## src/rtl/ddr3_rw_arbiter_if.sv

```systemverilog
// ddr3_rw_arbiter_if: FIFO water levels, DDR3 user command port and beat strobes seen by the burst arbiter.
interface ddr3_rw_arbiter_if #(
    parameter int ADDR_W = 28
);
    logic              init_done;
    logic              rd_enable;
    logic [10:0]       wfifo_rcount;
    logic [10:0]       rfifo_wcount;
    logic              cmd_valid;
    logic              cmd_rd;
    logic [ADDR_W-1:0] cmd_addr;
    logic [7:0]        cmd_len;
    logic              cmd_ready;
    logic              wdata_ready;
    logic              wfifo_rden;
    logic              rdata_valid;
    logic              rfifo_wren;
    logic              busy;

    modport master (
        input  init_done, rd_enable, wfifo_rcount, rfifo_wcount, cmd_ready, wdata_ready, rdata_valid,
        output cmd_valid, cmd_rd, cmd_addr, cmd_len, wfifo_rden, rfifo_wren, busy
    );

    modport slave (
        output init_done, rd_enable, wfifo_rcount, rfifo_wcount, cmd_ready, wdata_ready, rdata_valid,
        input  cmd_valid, cmd_rd, cmd_addr, cmd_len, wfifo_rden, rfifo_wren, busy
    );
endinterface

```

## src/rtl/ddr3_rw_arbiter.sv

```systemverilog
// ddr3_rw_arbiter: issues one fixed-length DDR3 write or read burst at a time,
// round-robin between directions, with independent wrapping addresses.
module ddr3_rw_arbiter #(
    parameter int                BURST_LEN   = 64,
    parameter int                ADDR_W      = 28,
    parameter logic [ADDR_W-1:0] WR_BASE     = '0,
    parameter logic [ADDR_W-1:0] WR_END      = 28'd1024000,
    parameter logic [ADDR_W-1:0] RD_BASE     = '0,
    parameter logic [ADDR_W-1:0] RD_END      = 28'd1024000,
    parameter int                RFIFO_DEPTH = 1024
) (
    input logic          clk_100,
    input logic          rst_n,
    ddr3_rw_arbiter_if.master bus
);
    typedef enum logic [2:0] {INIT, IDLE, WR_CMD, WR_DATA, RD_CMD, RD_DATA} state_t;

    localparam int                CW   = $clog2(BURST_LEN) + 1;
    localparam logic [ADDR_W:0]   STEP = (ADDR_W+1)'(BURST_LEN * 8);

    state_t            state;
    logic [CW-1:0]     beat_cnt;
    logic              last_rd;
    logic [ADDR_W-1:0] wr_addr;
    logic [ADDR_W-1:0] rd_addr;
    logic [ADDR_W:0]   wr_next;
    logic [ADDR_W:0]   rd_next;
    logic [11:0]       rd_sum;
    logic              wr_req;
    logic              rd_req;
    logic              wr_grant;
    logic              last_beat;

    assign bus.cmd_len = 8'(BURST_LEN - 1);

    // Read space check is done one bit wider so a near-full FIFO can't wrap past the depth.
    assign rd_sum    = {1'b0, bus.rfifo_wcount} + 12'(BURST_LEN);
    assign wr_req    = bus.wfifo_rcount >= 11'(BURST_LEN);
    assign rd_req    = bus.rd_enable && (rd_sum <= 12'(RFIFO_DEPTH));
    assign wr_grant  = wr_req && (!rd_req || last_rd);
    assign last_beat = beat_cnt == CW'(BURST_LEN - 1);
    assign wr_next   = {1'b0, wr_addr} + STEP;
    assign rd_next   = {1'b0, rd_addr} + STEP;

    assign bus.wfifo_rden = (state == WR_DATA) && bus.wdata_ready && (beat_cnt < CW'(BURST_LEN));
    assign bus.rfifo_wren = (state == RD_DATA) && bus.rdata_valid;

    always_ff @(posedge clk_100 or negedge rst_n) begin
        if (!rst_n) begin
            state         <= INIT;
            beat_cnt      <= '0;
            last_rd       <= 1'b1;
            wr_addr       <= WR_BASE;
            rd_addr       <= RD_BASE;
            bus.cmd_valid <= 1'b0;
            bus.cmd_rd    <= 1'b0;
            bus.cmd_addr  <= WR_BASE;
            bus.busy      <= 1'b0;
        end else begin
            case (state)
                INIT: if (bus.init_done) state <= IDLE;
                IDLE: begin
                    if (wr_grant) begin
                        state         <= WR_CMD;
                        bus.cmd_valid <= 1'b1;
                        bus.cmd_rd    <= 1'b0;
                        bus.cmd_addr  <= wr_addr;
                        bus.busy      <= 1'b1;
                        last_rd       <= 1'b0;
                    end else if (rd_req) begin
                        state         <= RD_CMD;
                        bus.cmd_valid <= 1'b1;
                        bus.cmd_rd    <= 1'b1;
                        bus.cmd_addr  <= rd_addr;
                        bus.busy      <= 1'b1;
                        last_rd       <= 1'b1;
                    end
                end
                WR_CMD, RD_CMD: begin
                    if (bus.cmd_ready) begin
                        state         <= (state == WR_CMD) ? WR_DATA : RD_DATA;
                        bus.cmd_valid <= 1'b0;
                        beat_cnt      <= '0;
                    end
                end
                WR_DATA: begin
                    if (bus.wfifo_rden) begin
                        beat_cnt <= last_beat ? '0 : beat_cnt + 1'b1;
                        if (last_beat) begin
                            state    <= IDLE;
                            bus.busy <= 1'b0;
                            wr_addr  <= (wr_next >= {1'b0, WR_END}) ? WR_BASE : wr_next[ADDR_W-1:0];
                        end
                    end
                end
                RD_DATA: begin
                    if (bus.rfifo_wren) begin
                        beat_cnt <= last_beat ? '0 : beat_cnt + 1'b1;
                        if (last_beat) begin
                            state    <= IDLE;
                            bus.busy <= 1'b0;
                            rd_addr  <= (rd_next >= {1'b0, RD_END}) ? RD_BASE : rd_next[ADDR_W-1:0];
                        end
                    end
                end
                default: state <= INIT;
            endcase
        end
    end
endmodule

```

## src/flat_wrapper.sv

```systemverilog
// flat-port wrapper written by rule: the top's interface ports become plain ports
module ddr3_rw_arbiter_flat 
#(
    parameter int                BURST_LEN   = 64,
    parameter int                ADDR_W      = 28,
    parameter logic [ADDR_W-1:0] WR_BASE     = '0,
    parameter logic [ADDR_W-1:0] WR_END      = 28'd1024000,
    parameter logic [ADDR_W-1:0] RD_BASE     = '0,
    parameter logic [ADDR_W-1:0] RD_END      = 28'd1024000,
    parameter int                RFIFO_DEPTH = 1024
)
  (clk_100, rst_n, bus_init_done, bus_rd_enable, bus_wfifo_rcount, bus_rfifo_wcount, bus_cmd_ready, bus_wdata_ready, bus_rdata_valid, bus_cmd_valid, bus_cmd_rd, bus_cmd_addr, bus_cmd_len, bus_wfifo_rden, bus_rfifo_wren, bus_busy);
  ddr3_rw_arbiter_if #(.ADDR_W(ADDR_W)) bus_i ();
  input logic clk_100;
  input logic rst_n;
  input wire logic [$bits(bus_i.init_done)-1:0] bus_init_done;
  input wire logic [$bits(bus_i.rd_enable)-1:0] bus_rd_enable;
  input wire logic [$bits(bus_i.wfifo_rcount)-1:0] bus_wfifo_rcount;
  input wire logic [$bits(bus_i.rfifo_wcount)-1:0] bus_rfifo_wcount;
  input wire logic [$bits(bus_i.cmd_ready)-1:0] bus_cmd_ready;
  input wire logic [$bits(bus_i.wdata_ready)-1:0] bus_wdata_ready;
  input wire logic [$bits(bus_i.rdata_valid)-1:0] bus_rdata_valid;
  output wire logic [$bits(bus_i.cmd_valid)-1:0] bus_cmd_valid;
  output wire logic [$bits(bus_i.cmd_rd)-1:0] bus_cmd_rd;
  output wire logic [$bits(bus_i.cmd_addr)-1:0] bus_cmd_addr;
  output wire logic [$bits(bus_i.cmd_len)-1:0] bus_cmd_len;
  output wire logic [$bits(bus_i.wfifo_rden)-1:0] bus_wfifo_rden;
  output wire logic [$bits(bus_i.rfifo_wren)-1:0] bus_rfifo_wren;
  output wire logic [$bits(bus_i.busy)-1:0] bus_busy;
  assign bus_i.init_done = bus_init_done;
  assign bus_i.rd_enable = bus_rd_enable;
  assign bus_i.wfifo_rcount = bus_wfifo_rcount;
  assign bus_i.rfifo_wcount = bus_rfifo_wcount;
  assign bus_i.cmd_ready = bus_cmd_ready;
  assign bus_i.wdata_ready = bus_wdata_ready;
  assign bus_i.rdata_valid = bus_rdata_valid;
  assign bus_cmd_valid = bus_i.cmd_valid;
  assign bus_cmd_rd = bus_i.cmd_rd;
  assign bus_cmd_addr = bus_i.cmd_addr;
  assign bus_cmd_len = bus_i.cmd_len;
  assign bus_wfifo_rden = bus_i.wfifo_rden;
  assign bus_rfifo_wren = bus_i.rfifo_wren;
  assign bus_busy = bus_i.busy;
  ddr3_rw_arbiter #(.BURST_LEN(BURST_LEN), .ADDR_W(ADDR_W), .WR_BASE(WR_BASE), .WR_END(WR_END), .RD_BASE(RD_BASE), .RD_END(RD_END), .RFIFO_DEPTH(RFIFO_DEPTH)) u_core (.clk_100(clk_100), .rst_n(rst_n), .bus(bus_i));
endmodule
```

## config.mk

```make
export PLATFORM = sky130hd
export DESIGN_NAME = ddr3_rw_arbiter_flat
export DESIGN_NICKNAME = d
export VERILOG_FILES = /design/src/rtl/ddr3_rw_arbiter_if.sv /design/src/rtl/ddr3_rw_arbiter.sv /design/src/flat_wrapper.sv
export SDC_FILE = /design/constraint.sdc
export NUM_CORES = 1
export LEC_CHECK = 0
export BUFFER_PORTS_ARGS = -buffer_cell sky130_fd_sc_hd__buf_2
export CORE_ASPECT_RATIO = 1.5
export CORE_MARGIN = 2
export CORE_UTILIZATION = 60
export DETAILED_ROUTE_END_ITERATION = 16
export GPL_TIMING_DRIVEN = 0
export PLACE_DENSITY = 0.94
export SYNTH_ARGS = -nofsm -noshare
export SYNTH_HDL_FRONTEND = slang
export SYNTH_SLANG_ARGS = --single-unit
```

## constraint.sdc

```tcl
create_clock -name clk_100 -period 4.6 [get_ports clk_100]
set_clock_uncertainty 0.2 [all_clocks]
set_input_delay 0.23 -clock clk_100 [delete_from_list [all_inputs] [get_ports clk_100]]
set_output_delay 0.23 -clock clk_100 [all_outputs]
set_load 0.005 [all_outputs]
```

==> reports/metrics.yaml <==
final_layout:
  regArea_um2: 1780
  drive_above_1_share_pct: 18.7
  area_growth_pct: 14.4
  finalNonFillerCells: 646
  fillers: 520
  final_core_util_pct: 71.5
  diodes: 0
  multi_input_area_um2: 2290
  finalNetCount: 596
synth:
  syn_area_um2: 4310
  synthFlopType: "dfrtp_1"
  ys.warnings.count: 0
  synth_top_family_by_area: "simple AND/OR/NAND/NOR gates"
  synth-adder-area-share_pct: 1.16
  ys_types: 67
  synth_xor_xnor_area_share_pct: 0.609
  avgSynthCellArea_um2: 8.82
  synth-compound-area-share_pct: 18.1
  synthCells: 489
  synth_mux_area_share_pct: 5.16
  async_reset_ff_share_pct: 100
  ys_ff_latch: 71
  yosys.area_share.simple_pct: 26.6
  seq_area_frac_synth_pct: 41.2
  synth_edf_count: 0
grt:
  grt_usage_pct: 29.7
  grtUsageMet2_pct: 51.0
  grt_pass1_wl_mm: 18.1
  grt_start_max_net_pins: 72
  grtUsageMet3_pct: 6.46
  antenna_found_initial: 0
  met1_usage_pct: 33.8
  grt_pass1_vias: 3890
  grt.busiest_layer: "met2"
  gr-total-overflow: 0
placement:
  place_worst_setup_slack_ps: 1810
  port_buffers: 46
  hpwl_mm: 7.88
  gp_congestion: 0.936
  dp_cells: 628
floorplanning:
  core_region_area_um2: 6900
  pin_count: 70
  initial_core_util_pct: 62.5
  fp.dieH_um: 108
  dieArea_um2: 7900
  rows: 37
  die_width_um: 73.2
cts:
  cts_made_buffers: 9
  cts_sinks: 71
  post-cts-setup-buffer-count: 0
  clockBufferDepth: 2
  cts_root_buf: "clkbuf_8"
  htreeDepth: 3
  cts_tree: "yes"
  clk_pin_slew_worst_paths_ps: 80
  clock_latency_ps: 360
timing:
  worst_pin_slew_ps: 885
  finalSetupTns_ps: 0
  setup_viol: 0
  min_period_over_period_pct: 62.5
  slew_violations: 0
  max_freq_ghz: 0.348
  hold_violations: 0
  rsz0062_at_grt: "no"
  slew_headroom_pct: 41.0
  min_period_ps: 2880
  fin_ws_ps: 1720
critical_path:
  criticalPathCategory: "reg2reg"
  start_kind: "register"
  slowest_delay_ps: 510
  cp_max_fo: 10
  crit_arrival_ps: 2940
  cp-end-kind: "register"
  cp.required_ps: 4660
  path_buf_inv: 1
  crit_family: "compound AO/OA/AOI/OAI gates"
  slowest_stage: "dfrtp_1"
  worstPathCellList: "nand4_1 > nor4_1 > mux2_1 > o21a_1 > a211oi_2 > buf_2 > a31oi_1 > o32ai_1"
detailed_routing:
  drt_wl_total_mm: 11.1
  routedWlPerCell_um: 17.2
  drt-initial-drc-count: 403
  drc_errors: 0
  via_per_inst: 6.34
  vias: 4098
  antenna_left: 0
  dr.pass1.iters: 6
power:
  power.leakage_nw: 2.32
  total_power_mw: 1.90
  p_per_area_nw_per_um2: 386
  irDropWorstVdd_v: 0.000403
run:
  cap_violations: 0
hold_path:
  min_path_type: "in2reg"
run_status:
  outcome: "completed"
layout by cell type, fill, tap and decap left out, types with 3 or more instances in the layout:
cell type   n
a21oi_1    32
a22o_1     10
a31oi_1     7
a32oi_1     3
and2_1     21
and3_1     14
buf_2      53
buf_4      21
clkbuf_1   18
clkbuf_8    9
conb_1     17
dfrtp_1    70
ha_1        4
inv_1       9
mux2i_1    20
nand2_1    40
nand2b_1    6
nand3_1    18
nand4_1    14
nor2_1     46
nor2b_1    11
nor3_1      9
nor4_1      7
o211ai_1    5
o21ai_0    13
o21ai_1    16
o22ai_1     4
o31ai_1     6
o32ai_1     4
or3_1       4
or4_1       3
registers in the layout, summed over array words and instances (netlist names):
signal                flops
u_core.bus.cmd_addr      19
u_core.beat_cnt           7
u_core.wr_addr           19
u_core.last_rd            1
u_core.state              3
u_core.bus.busy           1
u_core.rd_addr           19
u_core.bus.cmd_rd         1
u_core.bus.cmd_valid      1
power by group:
group / internal (mW) / switching [mW] / total [mW]
sequential: 0.741 / 0.0795 / 0.821
combinational: 0.222 / 0.317 / 0.539
clock: 0.303 / 0.241 / 0.545
worst paths after layout:
kind | slack, ps | start | depth (start not counted) | end
setup / recovery | 1720 | u_core.wr_addr[9] | 8 | u_core.wr_addr[16]
hold reg to reg | 310 | u_core.beat_cnt[0] | 1 | u_core.beat_cnt[0]
min in group asynchronous | 330 | rst_n | 2 | u_core.bus.cmd_addr[23]
hold / removal | 30 | bus_rdata_valid | 4 | u_core.bus.busy
max in group asynchronous | 3290 | rst_n | 2 | u_core.rd_addr[16]
setup reg to reg | 1720 | u_core.wr_addr[9] | 8 | u_core.wr_addr[16]
worst reg2reg max path: cells and delay by family (launching register included):
family	cells	cell delay (ps)
compound gates	4	720
simple gates	2	670
flops	1	510
mux	1	370
buf+inv	1	310
final cells by class:
cell class | instances | share of cell area (%)
inverters | 10 | 0.761
plain buffers | 46 | 5.38
repair buffers | 48 | 5.12
clock inverters | 6 | 1.73
clock buffers | 10 | 2.59
flip-flops and latches | 71 | 36.0
well taps | 78 | 1.98
multi-input cells | 377 | 46.4
cells by family after synthesis:
| kind of cell | Yosys count |
|---|---|
| AO/OA/AOI/OAI | 118 |
| XOR/XNOR | 3 |
| adder cells (fa/ha/maj) | 4 |
| buffers and inverters | 56 |
| flip-flops | 71 |
| multiplexers | 22 |
| other | 2 |
| AND/OR/NAND/NOR | 213 |
Yosys cell counts, drive strengths merged, types with 7 or more instances:
cell type	number	share of area, %
nand3	20	2.6
inv	10	0.87
a22o	10	2.0
nor4	8	1.5
buf	29	4.7
a31oi	7	1.0
dfrtp	70	41
a21oi	32	3.7
nand4	14	2.0
nor2b	11	1.6
nor2	47	4.1
nor3	10	1.3
clkbuf	17	1.5
mux2i	20	4.6
nand2	42	3.9
and3	14	2.0
o21ai	29	3.4
and2	21	3.0
per-layer routing:
layer,share of wire [%],vias to the layer above
met5,0,-
met4,3.6,0
met3,5.6,44
met2,53,183
met1,37,1986
li1,-,1885
what timing repair did:
item,CTS,global route
hold buffers,2,0
endpoints found under the hold margin,71,0
gates resized for setup,0,0
stage by stage:
step / hold WS, ps / instance area [um^2]
detailed placement: 207 / 4700
floorplan: -266 / 4370
CTS: 10.5 / 4930
finish: 27.3 / 4930
global placement: 262 / 4700
global route: 39.7 / 4930
(Power assumes the default switching activity.)
